`src/rtl/decoder_scan_nto2n.sv`:
```
// decoder_scan_nto2n: registered N-to-2^N active-low decoder with a timed
// scan mode that walks a single low output across every line, holding each
// line for DWELL cycles. All outputs come straight from flops.
module decoder_scan_nto2n #(
  parameter int N     = 3,
  parameter int DWELL = 4,
  parameter bit CONT  = 1'b0
) (
  input  logic            clk,
  input  logic            rst_n,
  input  logic            en,
  input  logic            mode,
  input  logic [N-1:0]    sel,
  input  logic            start,
  output logic [2**N-1:0] y_n,
  output logic            busy,
  output logic            done,
  output logic [N-1:0]    idx
);

  localparam int M  = 2 ** N;
  localparam int CW = (DWELL > 1) ? $clog2(DWELL) : 1;

  localparam logic [CW-1:0] CNT_LAST = CW'(DWELL - 1);
  localparam logic [N-1:0]  IDX_LAST = N'(M - 1);

  typedef enum logic {
    S_IDLE = 1'b0,
    S_SCAN = 1'b1
  } state_t;

  state_t          state, state_next;
  logic [CW-1:0]   cnt, cnt_next;
  logic [N-1:0]    idx_next;
  logic [M-1:0]    y_next;
  logic            busy_next, done_next;
  logic            sweep_end;

  // Last dwell cycle of the last line: the sweep completes on this edge.
  assign sweep_end = (state == S_SCAN) && (idx == IDX_LAST) && (cnt == CNT_LAST);

  // State and output registers; reset drives every output to its idle value.
  // NOTE: non-blocking assignments keep all flops updating from the same
  // pre-edge values, which is what makes y_n and idx move in lockstep.
  always_ff @(posedge clk or negedge rst_n) begin
    if (!rst_n) begin
      state <= S_IDLE;
      cnt   <= '0;
      idx   <= '0;
      y_n   <= '1;
      busy  <= 1'b0;
      done  <= 1'b0;
    end else begin
      state <= state_next;
      cnt   <= cnt_next;
      idx   <= idx_next;
      y_n   <= y_next;
      busy  <= busy_next;
      done  <= done_next;
    end
  end

  // Next-state: enter SCAN on an enabled start in scan mode; leave on abort
  // or at the end of a single sweep.
  always_comb begin
    state_next = state;
    case (state)
      S_IDLE: if (en && mode && start) state_next = S_SCAN;
      S_SCAN: begin
        if (!en)                           state_next = S_IDLE;
        else if (sweep_end && CONT == 1'b0) state_next = S_IDLE;
      end
      default: state_next = S_IDLE;
    endcase
  end

  // Next register values for the outputs and the dwell counter.
  // NOTE: every target gets a default before the case, so no path can leave
  // a signal unassigned and infer a latch.
  always_comb begin
    cnt_next  = '0;
    idx_next  = '0;
    y_next    = '1;
    busy_next = 1'b0;
    done_next = 1'b0;
    case (state)
      S_IDLE: begin
        if (!mode) begin
          if (en) y_next = ~(M'(1) << sel);
        end else if (en && start) begin
          busy_next = 1'b1;
          y_next    = ~M'(1);
        end
      end
      S_SCAN: begin
        if (en) begin
          busy_next = 1'b1;
          if (cnt != CNT_LAST) begin
            cnt_next = cnt + CW'(1);
            idx_next = idx;
          end else begin
            // idx wraps from 2^N-1 to 0 naturally in N bits.
            idx_next = idx + N'(1);
          end
          if (sweep_end) begin
            done_next = 1'b1;
            if (CONT == 1'b0) begin
              busy_next = 1'b0;
              idx_next  = '0;
            end
          end
          if (sweep_end && CONT == 1'b0) y_next = '1;
          else                           y_next = ~(M'(1) << idx_next);
        end
      end
      default: ;
    endcase
  end

endmodule

```
`config.mk`:
```
export PLATFORM = sky130hd
export DESIGN_NAME = decoder_scan_nto2n
export DESIGN_NICKNAME = d
export VERILOG_FILES = /design/src/rtl/decoder_scan_nto2n.sv
export SDC_FILE = /design/constraint.sdc
export NUM_CORES = 1
export LEC_CHECK = 0
export ABC_AREA = 1
export ABC_CLOCK_PERIOD_IN_PS = 2500
export CORE_UTILIZATION = 50
export CTS_CLUSTER_DIAMETER = 80
export DETAILED_ROUTE_END_ITERATION = 10
export PLACE_DENSITY = 0.9
export REMOVE_ABC_BUFFERS = 1
export SETUP_SLACK_MARGIN = 0.5
export SLEW_MARGIN = 5
export SYNTH_ARGS = -nofsm -noshare
export SYNTH_HDL_FRONTEND = slang
export SYNTH_SLANG_ARGS = --single-unit
```
`constraint.sdc`:
```
create_clock -name clk -period 2.5 [get_ports clk]
set_clock_uncertainty 0.1 [all_clocks]
set_input_delay 0.375 -clock clk [delete_from_list [all_inputs] [get_ports clk]]
set_output_delay 0.375 -clock clk [all_outputs]
set_load 0.01 [all_outputs]
```
==> flow_summary_export.csv, run 1 <==
group,metric,value,unit
worst_setup_path,critPathTopFamily,"buffers and inverters",
pwr,power.density,477.4,mW/mm^2
cts,cts_buffers,3,
synth,ys_warn_count,0,
grt,grt_pass1_wl,2608,um
grt,track_usage,20.26,%
cts,cts_setup_buffers,0,
sta,finalMaxSlewViolations,0,
synth,post-synth-top-area-fraction,26.50,%
sta,period_share,73.04,%
sta,setup-violations-final,0,
layout,syn_to_final_growth,30.92,%
synth,yosysSeqAreaShare,51.74,%
cts,cts_resized,0,
worst_setup_path,r2r-start,"idx[0]",
flow_run,maxCapViolations,0,
worst_setup_path,path_buf_inv,1,
worst_setup_path,path_max_fanout,1,
layout,antennaDiodeCount,0,
grt,globalRouteOverflowTotal,0,
cts,cts_buffer_depth,2,
layout,nFillCells,110,
detailed_routing,dr.pass1.iters,4,
detailed_routing,wire_per_inst,11.24,um
worst_setup_path,crit_cells,1,
synth,synth_common_cells,"nand2_1, nor2_1, inv_1",
cts,cts-root-buf,"clkbuf_4",
synth,synthArstFlopShare,100.0,%
sta,fin_setup_tns,0,ns
detailed_routing,drc,0,
worst_setup_path,path_cells,"clkdlybuf4s50_1",
grt,grt_antenna_before_repair,0,
min_path,hp-class,"flip-flop to flip-flop",
worst_setup_path,slowest_stage,"clkdlybuf4s50_1",
worst_setup_path,ff2ff_setup_slack,0.90,ns
synth,ys_ff_latch,16,
floorplan,core_area,0.001489,mm^2
pwr,peakVddDrop,0.0003687,V
placement,numPortBuffers,20,
placement,gp_congestion,0.9040,
floorplan,rows,14,
pwr,p_leak,0.4806,nW
floorplan,die_y,41.83,um
worst_setup_path,cpPeakStageDelay,0.53,ns
synth,synth_cell_types,16,
sta,worstMarginPinSlew,0.6813,ns
cts,tritoncts,"built",
worst_setup_path,startpoint,"y_n[0]",
worst_setup_path,cp.arrival,1.35,ns
synth,synth_area_leaders,"dfstp_2, dfrtp_1, nand2_1, nor2_1, inv_1",
placement,placed_area,0.001002,mm^2
detailed_routing,drt_iter0_markers,24,
detailed_routing,num_vias,706,
worst_setup_path,cp-endpoint,"y_n[0]",
cts,htreeDepth,1,
worst_setup_path,worstSetupPathType,"flip-flop to primary output",
worst_setup_path,cp-end-kind,"primary output",
floorplan,initial_core_util,53.28,%
sta,min_period,1.826,ns
cts,clkTransAtPathRegs,0.09,ns
layout,fin_area,0.001039,mm^2
sta,hold_viol_final,0,
worst_setup_path,r2r_end,"y_n[0]",
cts,cts_sinks,16,
synth,syn_avg_cell_area,7.933,um^2
detailed_routing,vias_per_cell,5.079,
sta,max_slew_margin,54.44,%
grt,grt_pass1_vias,634,
layout,finalNetCount,135,
layout,drive_gt1_share,13.82,%
sta,rsz0062_at_grt,"false",
synth,synth-edff-count,0,
floorplan,io-pin-count,21,
sta,fmax,0.5476,GHz
worst_setup_path,required,2.03,ns
worst_setup_path,start_kind,"flip-flop",
grt,grt_max_degree,17,
cts,clk_latency,0.30,ns
floorplan,die_area,0.001750,mm^2
cts,cts_hold_buf,0,
synth,synth_top_area_cell,"dfstp_2",
detailed_routing,ant_nets,0,
outcome,status,"completed",
floorplan,dieWidth,41.83,um
detailed_routing,drt-total-wl,1562,um
synth,synth_cells,100,
worst_setup_path,r2r_cells,7,
synth,synthFlopType,"dfstp_2",
synth,netlist_area,793.3,um^2
placement,dp_hpwl,1198,um
==> sequential cells by signal (all words and copies together) (netlist names) <==
register  cells
idx           3
y_n           8
cnt           2
busy          1
done          1
state         1
==> where the power goes <==
group          switching (W)  internal [W]
Combinational      0.0000254     0.0000239
Sequential        0.00000421      0.000268
Clock              0.0000851     0.0000890
Total               0.000115      0.000381
==> kinds of logic (layout without fill, tap and decap cells) <==
group | Yosys count | in the layout | share of synthesized area [%]
AO/OA/AOI/OAI | 2 | 2 | 1.735
AND/OR/NAND/NOR | 66 | 66 | 34.70
flip-flops | 16 | 16 | 51.73
adder cells (fa/ha/maj) | 3 | 3 | 4.732
buffers and inverters | 13 | 36 | 7.097
==> metal layers <==
| layer | track usage, % | share of wire (%) | up-vias |
|---|---|---|---|
| li1 | - | - | 354 |
| met1 | 25.14 | 42 | 313 |
| met2 | 30.63 | 48 | 34 |
| met3 | 5.652 | 7.0 | 5 |
| met4 | 13.55 | 2.6 | 0 |
| met5 | 0 | 0 | - |
==> cells in the final DEF (no fill, tap or decap) <==
cell	instances
clkdlybuf4s50_1	20
nand2_1	26
dfstp_2	8
clkbuf_8	1
nand2_2	2
inv_2	1
or2_2	1
o21ai_0	1
ha_1	3
nand3b_1	1
inv_1	11
nand3_1	4
nor3_1	3
nand4_1	3
a21oi_2	1
nor2_1	26
dfrtp_1	8
clkbuf_4	3
==> worst min-delay path by stage <==
stage	to	cells after the start	startpoint
after floorplan	busy	0	rst_n
after detailed placement	cnt[0]	1	cnt[0]
final	cnt[0]	1	cnt[0]
after global placement	cnt[0]	1	cnt[0]
after global routing	cnt[0]	1	cnt[0]
after CTS	cnt[0]	1	cnt[0]
==> metrics by stage <==
stage          worst slack [ns]  power (W)  instances  utilization (%)  hold slack, ns
3_5_place_dp             0.8145  0.0003265        135            67.31          0.3280
5_1_grt                  0.6503  0.0005128        139            69.75          0.3620
3_3_place_gp             0.8716  0.0003243        135            67.31          0.3290
2_1_floorplan             1.044  0.0002953         99                -        -0.02059
4_1_cts                  0.6677  0.0004982        139            69.75          0.3407
6_report                 0.6739  0.0004958        139            69.75          0.3381
==> cell type report <==
cell class	count	area (um^2)	share of cell area [%]
Clock buffer	4	36.28	3.494
Inverter	12	45.04	4.337
Multi-Input combinational cell	71	326.6	31.45
Sequential cell	16	410.4	39.52
Tap cell	16	20.02	1.928
Timing Repair Buffer	20	200.2	19.28
(Power assumes the default switching activity.)
==> inputs of run 2 (changes only) <==
--- a/config.mk
+++ b/config.mk
@@ -6,11 +6,11 @@
 export NUM_CORES = 1
 export LEC_CHECK = 0
 export ABC_AREA = 1
-export ABC_CLOCK_PERIOD_IN_PS = 2500
-export CORE_UTILIZATION = 50
+export ABC_CLOCK_PERIOD_IN_PS = 1540
+export CORE_UTILIZATION = 42
 export CTS_CLUSTER_DIAMETER = 80
 export DETAILED_ROUTE_END_ITERATION = 10
-export PLACE_DENSITY = 0.9
+export PLACE_DENSITY = 0.81
 export REMOVE_ABC_BUFFERS = 1
 export SETUP_SLACK_MARGIN = 0.5
 export SLEW_MARGIN = 5
==> constraint.sdc (replaced) <==
create_clock -name clk -period 1.54 [get_ports clk]
set_clock_uncertainty 0.1 [all_clocks]
set_input_delay 0.231 -clock clk [delete_from_list [all_inputs] [get_ports clk]]
set_output_delay 0.231 -clock clk [all_outputs]
set_load 0.01 [all_outputs]
==> run 2 against run 1 <==
Worst setup slack worse by 0.61 ns. Routed wire length is 38% higher. Register-to-register slack got worse by 0.83 ns. Utilization increased by 1.5 points. Clock power rose by 68%. Sequential cell count is the same. Global-route usage rose by 3.4 points. Via count increased by 15%. Design area up 20%. Cell count rose by 12%. Critical path depth grew 5. Largest cell class is now multi-input gates. Largest power group unchanged.
==> flow_summary_export.csv, run 2 (synthesis results as in run 1) <==
group,metric,value,unit
outcome,status,"completed",
sta,rsz0062_at_grt,"true",
layout,largest_register_ff_count,8,
worst_setup_path,cpPeakStageDelay,0.40,ns
detailed_routing,dr.pass1.iters,4,
sta,fmax,0.6782,GHz
worst_setup_path,r2r_cells,6,
layout,largestRegisters,"y_n: 8 flops, idx: 3 flops, cnt: 2 flops",
worst_setup_path,crit_cells,6,
pwr,p_leak,0.5776,nW
placement,dp_cells,147,
worst_setup_path,path_max_fanout,6,
worst_setup_path,cp-endpoint,"y_n[6]",
placement,gp_congestion,0.7704,
layout,nFillCells,126,
floorplan,io-pin-count,21,
worst_setup_path,startpoint,"idx[0]",
detailed_routing,drt-total-wl,2153,um
flow_run,maxCapViolations,0,
detailed_routing,drt_iter0_markers,25,
cts,htreeDepth,1,
sta,max_slew_margin,83.82,%
grt,grt_max_degree,17,
floorplan,die_y,45.46,um
cts,cts_buffers,3,
cts,clkTransAtPathRegs,0.10,ns
sta,finalMaxSlewViolations,0,
layout,syn_to_final_growth,56.78,%
worst_setup_path,cp.arrival,1.61,ns
worst_setup_path,start_kind,"flip-flop",
grt,grt_antenna_before_repair,0,
sta,period_share,95.74,%
sta,worstMarginPinSlew,0.2419,ns
detailed_routing,ant_nets,0,
worst_setup_path,cp-end-kind,"flip-flop",
cts,cts-root-buf,"clkbuf_4",
cts,clk_latency,0.30,ns
grt,globalRouteOverflowTotal,0,
layout,final_cells,156,
floorplan,initial_core_util,45.45,%
floorplan,dieWidth,45.46,um
cts,cts_buffer_depth,2,
layout,finalNetCount,143,
grt,track_usage,23.69,%
layout,final_cell_mix,"nor2_1, nand2_1, buf_6",
grt,grt_pass1_wl,3312,um
detailed_routing,drc,0,
pwr,power.density,662.4,mW/mm^2
worst_setup_path,required,1.68,ns
floorplan,core_area,0.001745,mm^2
placement,dp_hpwl,1208,um
sta,setup-violations-final,0,
detailed_routing,num_vias,810,
worst_setup_path,ff2ff_setup_slack,0.07,ns
worst_setup_path,r2r_end,"y_n[6]",
sta,fin_setup_tns,0,ns
sta,hold_viol_final,0,
layout,drive_gt1_share,46.56,%
floorplan,rows,15,
sta,min_period,1.474,ns
worst_setup_path,worstSetupPathType,"flip-flop to flip-flop",
placement,numPortBuffers,20,
worst_setup_path,r2r-start,"idx[0]",
detailed_routing,vias_per_cell,5.192,
sta,setup_ws,0.06556,ns
worst_setup_path,path_cells,"ha_2 > ha_4 > nand3_4 > nand3_1 > nor2_2 > nor2_1",
worst_setup_path,path_buf_inv,0,
layout,final_common_cell,"nor2_1",
pwr,peakVddDrop,0.0005057,V
worst_setup_path,critPathTopFamily,"simple AND/OR/NAND/NOR gates",
cts,tritoncts,"built",
floorplan,die_area,0.002067,mm^2
detailed_routing,wire_per_inst,13.80,um
grt,grt_pass1_vias,720,
layout,antennaDiodeCount,0,
worst_setup_path,slowest_stage,"dfrtp_1",
placement,post-place-ws,0.009244,ns
cts,cts_sinks,16,
min_path,hp-class,"primary input to asynchronous set/reset pin",
layout,regMostFlops,"y_n",
==> run 2: changes by cell type in the layout (fill, tap and decap cells not counted), sizes merged <==
cell,delta
buf,+20
clkdlybuf4s50,-13
dlygate4sd2,+1
==> run 2: final cells by class <==
cell class                      instances  area [um^2]  area share, %
Multi-Input combinational cell         71        439.2          35.31
Sequential cell                        16        411.6          33.10
Timing Repair Buffer                   28        280.3          22.54
Inverter                               12        45.04          3.622
Clock buffer                            4        36.28          2.918
Tap cell                               25        31.28          2.515
==> run 2: routing by layer <==
layer | global-route usage (%) | part of all wire [%] | up-vias
met5 | 0 | 0 | -
met1 | 27.46 | 39 | 388
met3 | 6.349 | 5.7 | 9
met2 | 38.86 | 52 | 40
li1 | - | - | 373
met4 | 13.94 | 2.8 | 0
==> run 2: worst reg2reg max path, delay by kind of cell, from the launching register on <==
family	cells	cell delay [ns]
and+or+nand+nor	4	0.50
DFF	1	0.40
adders and majority gates	2	0.40
==> run 2: metrics by stage <==
| stage | instance area, um^2 | power [W] | hold WS [ns] | utilization, % |
|---|---|---|---|---|
| global route | 1244 | 0.0008479 | 0.1474 | 71.25 |
| detailed placement | 1036 | 0.0005312 | 0.3316 | 59.35 |
| CTS | 1184 | 0.0008148 | 0.1474 | 67.81 |
| global placement | 1036 | 0.0005290 | 0.3212 | 59.35 |
| floorplan | 782.0 | 0.0004793 | -0.1646 | - |
| finish | 1244 | 0.0008239 | 0.1283 | 71.25 |
==> run 2: power breakdown <==
part            total, W  switching, W  internal, W
Clock           0.000292      0.000147     0.000144
Sequential      0.000446    0.00000954     0.000436
Combinational  0.0000864     0.0000458    0.0000406
Total           0.000824      0.000203     0.000621
==> run 2: timing repair <==
action                                  4_1_cts  5_1_grt
gates cloned                                  0        0
hold buffers                                  0        0
resized for setup                            82       14
pin swaps                                    16        6
setup buffers                                 2        3
endpoints found under the setup margin       27       29
==> run 2: worst min-delay path by stage <==
stage | slack, ns | start | end
after floorplan | -0.16 | rst_n | busy
after global placement | 0.32 | cnt[0] | cnt[0]
after detailed placement | 0.33 | cnt[0] | cnt[0]
after CTS | 0.15 | rst_n | state
after global routing | 0.15 | rst_n | idx[2]
final | 0.13 | rst_n | state
